$ cat config.mk
export PLATFORM = sky130hd
export DESIGN_NAME = blu
export DESIGN_NICKNAME = d
export VERILOG_FILES = /design/src/rtl/blu.sv
export SDC_FILE = /design/constraint.sdc
export NUM_CORES = 1
export LEC_CHECK = 0
export BUFFER_PORTS_ARGS = -buffer_cell sky130_fd_sc_hd__buf_2
export CORE_UTILIZATION = 50
export DETAILED_ROUTE_END_ITERATION = 6
export HOLD_SLACK_MARGIN = 0.03
export PLACE_DENSITY = 0.89
export SLEW_MARGIN = 20
export SYNTH_ARGS = -nofsm -noshare
export SYNTH_HDL_FRONTEND = slang
export SYNTH_SLANG_ARGS = --single-unit
$ cat constraint.sdc
create_clock -name CLK -period 2.5 [get_ports CLK]
set_input_delay 0.25 -clock CLK [delete_from_list [all_inputs] [get_ports CLK]]
set_output_delay 0.25 -clock CLK [all_outputs]
set_load 0.03 [all_outputs]
$ cat src/rtl/blu.sv
// Branch logic unit: resolves the branch condition against the accumulator
// combinationally and keeps registered flags plus saturating branch statistics.
module blu #(
   parameter int ACC_WIDTH = 16,
   parameter int CNT_WIDTH = 16
) (
   input  logic                 CLK,
   input  logic                 Reset_n,
   input  logic [ACC_WIDTH-1:0] Acc,
   input  logic                 BranchCycle,
   input  logic [1:0]           BranchCond,
   input  logic                 CntClear,
   output logic                 DoBranch,
   output logic                 DoBranchQ,
   output logic                 FlagN,
   output logic                 FlagZ,
   output logic                 FlagP,
   output logic [CNT_WIDTH-1:0] EvalCount,
   output logic [CNT_WIDTH-1:0] TakenCount
);

   localparam logic [1:0] CondNeg     = 2'b00;
   localparam logic [1:0] CondZero    = 2'b01;
   localparam logic [1:0] CondNonZero = 2'b10;
   localparam logic [1:0] CondPos     = 2'b11;

   localparam logic [CNT_WIDTH-1:0] CntMax = '1;
   localparam logic [CNT_WIDTH-1:0] CntOne = CNT_WIDTH'(1);

   logic accNeg;
   logic accZero;
   logic accPos;
   logic condTrue;

   // Exactly one of the three flags is set for any accumulator value.
   assign accNeg  = Acc[ACC_WIDTH-1];
   assign accZero = (Acc == '0);
   assign accPos  = !accNeg && !accZero;

   always_comb begin
      condTrue = 1'b0;
      case (BranchCond)
         CondNeg:     condTrue = accNeg;
         CondZero:    condTrue = accZero;
         CondNonZero: condTrue = !accZero;
         CondPos:     condTrue = accPos;
         default:     condTrue = 1'b0;
      endcase
   end

   // Feeds the PC-select mux in the same cycle, so it must stay purely combinational.
   assign DoBranch = BranchCycle && condTrue;

   always_ff @(posedge CLK or negedge Reset_n) begin
      if (!Reset_n) begin
         DoBranchQ <= 1'b0;
         FlagN     <= 1'b0;
         FlagZ     <= 1'b0;
         FlagP     <= 1'b0;
      end else begin
         DoBranchQ <= DoBranch;
         FlagN     <= accNeg;
         FlagZ     <= accZero;
         FlagP     <= accPos;
      end
   end

   // Taken only advances when an evaluation does, so TakenCount never passes EvalCount.
   always_ff @(posedge CLK or negedge Reset_n) begin
      if (!Reset_n) begin
         EvalCount  <= '0;
         TakenCount <= '0;
      end else if (CntClear) begin
         EvalCount  <= '0;
         TakenCount <= '0;
      end else begin
         if (BranchCycle && (EvalCount != CntMax)) begin
            EvalCount <= EvalCount + CntOne;
         end
         if (DoBranch && (TakenCount != CntMax)) begin
            TakenCount <= TakenCount + CntOne;
         end
      end
   end

endmodule

Word-level counts from Yosys, hierarchy flattened. Index checks and enable logic that the tools add are counted. Widths: inputs -> output; s select.

Register bits: 36. Bits in latches: 0. Bits in writable memories: 0. Memory bits (read-only): 0. Output and inout bits: 37. Memories: 0.

Add/sub/neg operators: 2. Multiply operators: 0. Divide/modulo/power cells: 0. Magnitude comparators: 0. Equality and inequality tests: 5. Shifts and indexed selects: 0. Muxes and demuxes: 5. Bitwise gates (word level): 0. Reduce and logical (&&, ||, !) cells: 10.

Operator list (number): $mux 16 (4); $add 16x1->16 const B (2); $ne 16x16->1 const B (2); $logic_not 16->1 (1); $eq 2x2->1 const B (2); $logic_and 1x1->1 (4); $pmux 1 s4 (1); $reduce_bool 2->1 (2); $eq 2x1->1 const B (1); $logic_not 1->1 (2); $logic_not 2->1 (1).

Longest topological paths before layout.
Depth in word-level cells: 8. Gate-level depth with buffers: 7. Gate-level depth less buffers: 6.

Worst setup path before layout. OpenSTA, ideal clock, no wires.

Path type: register -> register. From: register TakenCount[6]. To: register TakenCount[15]. Arrival: 1974 ps. Required time: 2375 ps. Path slack: 402 ps. Cell stages (with the launch flop): 6. Path buffers: 1. Period minus slack after synthesis: 2098 ps. Path through: dfrtp_1 > nand3_2 > or4_4 > buf_6 > nor4_2 > mux2_2.

Cells in the longest elaborated chain, start to end: 3. Elaborated cells between the ends (all ways): 6.

Ends and longest elaborated chain: start: declaration (RTL line 19) `output logic [CNT_WIDTH-1:0] TakenCount`; start signal: assignment (RTL line 81) `TakenCount <= TakenCount + CntOne;`; $add 16x1->16 / $ne 16x16->1 (equally long branches) (RTL line 81, 80); $mux 16 / $logic_and 1x1->1 (equally long branches) (RTL line 80) `if (DoBranch && (TakenCount != CntMax)) begin`; $mux 16 / $reduce_bool 2->1 (equally long branches).

Several ways; a longest one is shown, not always the timed one. The select of a mux whose other input is x is not followed. A chain may end at the register's enable or synchronous reset.

Final worst setup path. Same ends and word-level chain as after synthesis.

==> impl_metrics.tcl <==
set metrics [dict create \
    hold_violations 0 \
    worstReg2RegEnd "TakenCount[15]" \
    cts_sinks 36 \
    syn_inst 206 \
    slew_headroom 0.468 \
    cts_setup_buffers 0 \
    drive_above_1_share 0.288 \
    rows 22 \
    dr_total_vias 1855 \
    antenna_cells 0 \
    ys_warn_count 0 \
    synthArstFlopShare 1.00 \
    post-route-min-period_ps 1980 \
    grt_usage 0.240 \
    clk-insertion-delay-late_ps 280 \
    syn_area_per_cell_sq_um 9.42 \
    fmax_ghz 0.505 \
    dieWidth_um 64.3 \
    min_path_type "in -> async" \
    r2r_slack_ps 520 \
    cts-hold-fix-buffers 0 \
    fp.dieH_um 64.3 \
    ir_worst_vdd_v 0.000338 \
    grt_pass1_vias 1736 \
    status "finished clean" \
    final.fill_count 325 \
    ys_seq_elements 36 \
    grt_antenna_before_repair 0 \
    yosysSeqAreaShare 0.464 \
    yosys.area_share.simple 0.284 \
    dr.pass1.iters 4 \
    io_buffers 58 \
    coreArea_sq_mm 0.00369 \
    cts_tree "built" \
    ys_types 41 \
    finalSetupViolCount 0 \
    synth_xor_area_frac 0.0406 \
    grt_max_degree 37 \
    start_kind "flop" \
    finalSetupTns_ps 0 \
    start_util 0.526 \
    r2r-start "TakenCount[6]" \
    worst_pin_slew_ps 798 \
    r2r_cells 4 \
    powerDensity_mw_per_mm2 463 \
    synth_top_family_by_area "simple AND/OR/NAND/NOR gates" \
    layout_common_cells "buf_2 (58), dfrtp_1 (36), nor2_1 (19), a21oi_1 (19), nand3_1 (14)" \
    setup.worst_path.start "TakenCount[6]" \
    final_core_utilization 0.633 \
    ant_nets 0 \
    power_mw 1.08 \
    synth_fa_ha_area_frac 0.0129 \
    arrival_ps 2150 \
    synthTopCellsByArea "dfrtp_1 (46%), a21oi_1 (4.9%), nor2_1 (3.7%), nand3_1 (3.6%), xnor2_1 (3.6%)" \
    synth_fp_nets 230 \
    post-dp-hpwl_mm 3.15 \
    path_clk_slew_ps 70 \
    critical_path_class "reg -> reg" \
    synth_top_area_cell "dfrtp_1" \
    cts-htree-levels 2 \
    max_stage_delay_ps 630 \
    netlist_area_sq_mm 0.00194 \
    gp_congestion 0.813 \
    grt_pass1_wl_mm 7.69 \
    final_common_cell "buf_2" \
    clk_path_buf_depth 2 \
    layout.nets 288 \
    rsz0062_at_grt "false" \
    synth_top_area_share 0.464 \
    endpoint_kind "flop" \
    finClkSkew_ps 5.15 \
    synth_compound_area_frac 0.139 \
    drv_slew 0 \
    synth_edf_count 0 \
    drt_iter0_drc 158 \
    setup.worst_path.end "TakenCount[15]" \
    ios 59 \
    avgRoutedWirePerCell_um 14.5 \
    area.growth.synth_to_final_pct 20.2 \
    crit_required_ps 2670 \
    path_cells "nand3_2 > or4_4 > nor4_2 > mux2_2" \
    ys.flop_type "dfrtp_1" \
    vias_per_cell 5.95 \
    ctsResizeCount 0 \
    muxShareOfSynthArea 0.0239 \
    drcViolationCount 0 \
    die_area_sq_mm 0.00413 \
    wl_mm 4.52 \
    finalCritPeriodShare 0.792 \
    numCtsBuffers 5 \
    overflow 0 \
    cts_root_buf "clkbuf_8" \
    cp_max_fo 9 \
    p_leak_nw 1.07 \
    slowest_stage "or4_4" \
    cap_violations 0 \
]
-- layout make-up --
cell class	instances	area, sq um	share of cell area
Inverter	5	18.8	0.00804
Multi-Input combinational cell	156	971	0.416
Clock inverter	1	5.00	0.00214
Timing Repair Buffer	60	305	0.131
Tap cell	48	60.1	0.0257
Clock buffer	6	72.6	0.0311
Sequential cell	36	901	0.386
-- how the worst min path moves through the flow --
stage / from / to
2_1_floorplan: Reset_n / DoBranchQ
3_3_place_gp: Reset_n / EvalCount[11]
3_5_place_dp: Reset_n / TakenCount[13]
4_1_cts: Reset_n / EvalCount[13]
5_1_grt: Reset_n / EvalCount[13]
6_report: Reset_n / EvalCount[10]
-- metrics by stage --
step	cell area, sq um	setup slack (ps)	hold WS [ps]	instances
after floorplan	1940	402	-45.6	206
after global placement	2260	282	380	305
after detailed placement	2260	258	387	305
after CTS	2330	513	85.4	312
after global routing	2330	416	112	312
final	2330	521	52.7	312
-- state kept, by name, indices dropped and copies added (netlist names) --
register	count
EvalCount	16
TakenCount	16
DoBranchQ	1
FlagN	1
FlagP	1
FlagZ	1
-- power breakdown --
group / switching, mW / internal [mW]
clock network: 0.198 / 0.189
registers: 0.00818 / 0.590
logic: 0.0660 / 0.0298
total: 0.272 / 0.809
-- synthesized netlist by cell type, types with 2 or more instances --
master,count
and3_1,2
inv_1,5
dfrtp_1,36
nor2_1,19
nand2_1,12
nand4_1,2
nand3_1,14
or3_1,10
nor3_1,10
o2111ai_1,3
o31ai_1,7
clkbuf_1,5
mux2i_1,2
nor4_1,5
ha_1,2
o21ai_0,12
and4_1,3
xnor2_1,8
nor3b_1,2
a21oi_1,19
buf_6,2
or4_1,7
-- per-layer routing --
metal | up-vias | GRT usage | part of all wire
li1 | 883 | - | -
met1 | 905 | 0.283 | 0.42
met2 | 63 | 0.432 | 0.52
met3 | 4 | 0.0536 | 0.043
met4 | 0 | 0.0667 | 0.011
met5 | - | 0 | 0
-- cell families (layout without fill, tap and decap cells) --
group | Yosys count | in the layout
adder cells (fa/ha/maj) | 2 | 2
XOR/XNOR | 9 | 9
flip-flops | 36 | 36
buffers and inverters | 14 | 72
multiplexers | 4 | 4
AO/OA/AOI/OAI | 45 | 45
AND/OR/NAND/NOR | 96 | 96
-- worst max-delay path, delay by kind of cell, from the launching register on --
| family | cells | cell delay (ps) |
|---|---|---|
| AND/OR/NAND/NOR | 3 | 1060 |
| flip-flops | 1 | 440 |
| multiplexers | 1 | 360 |
Power figures use the tool's default switching activity.
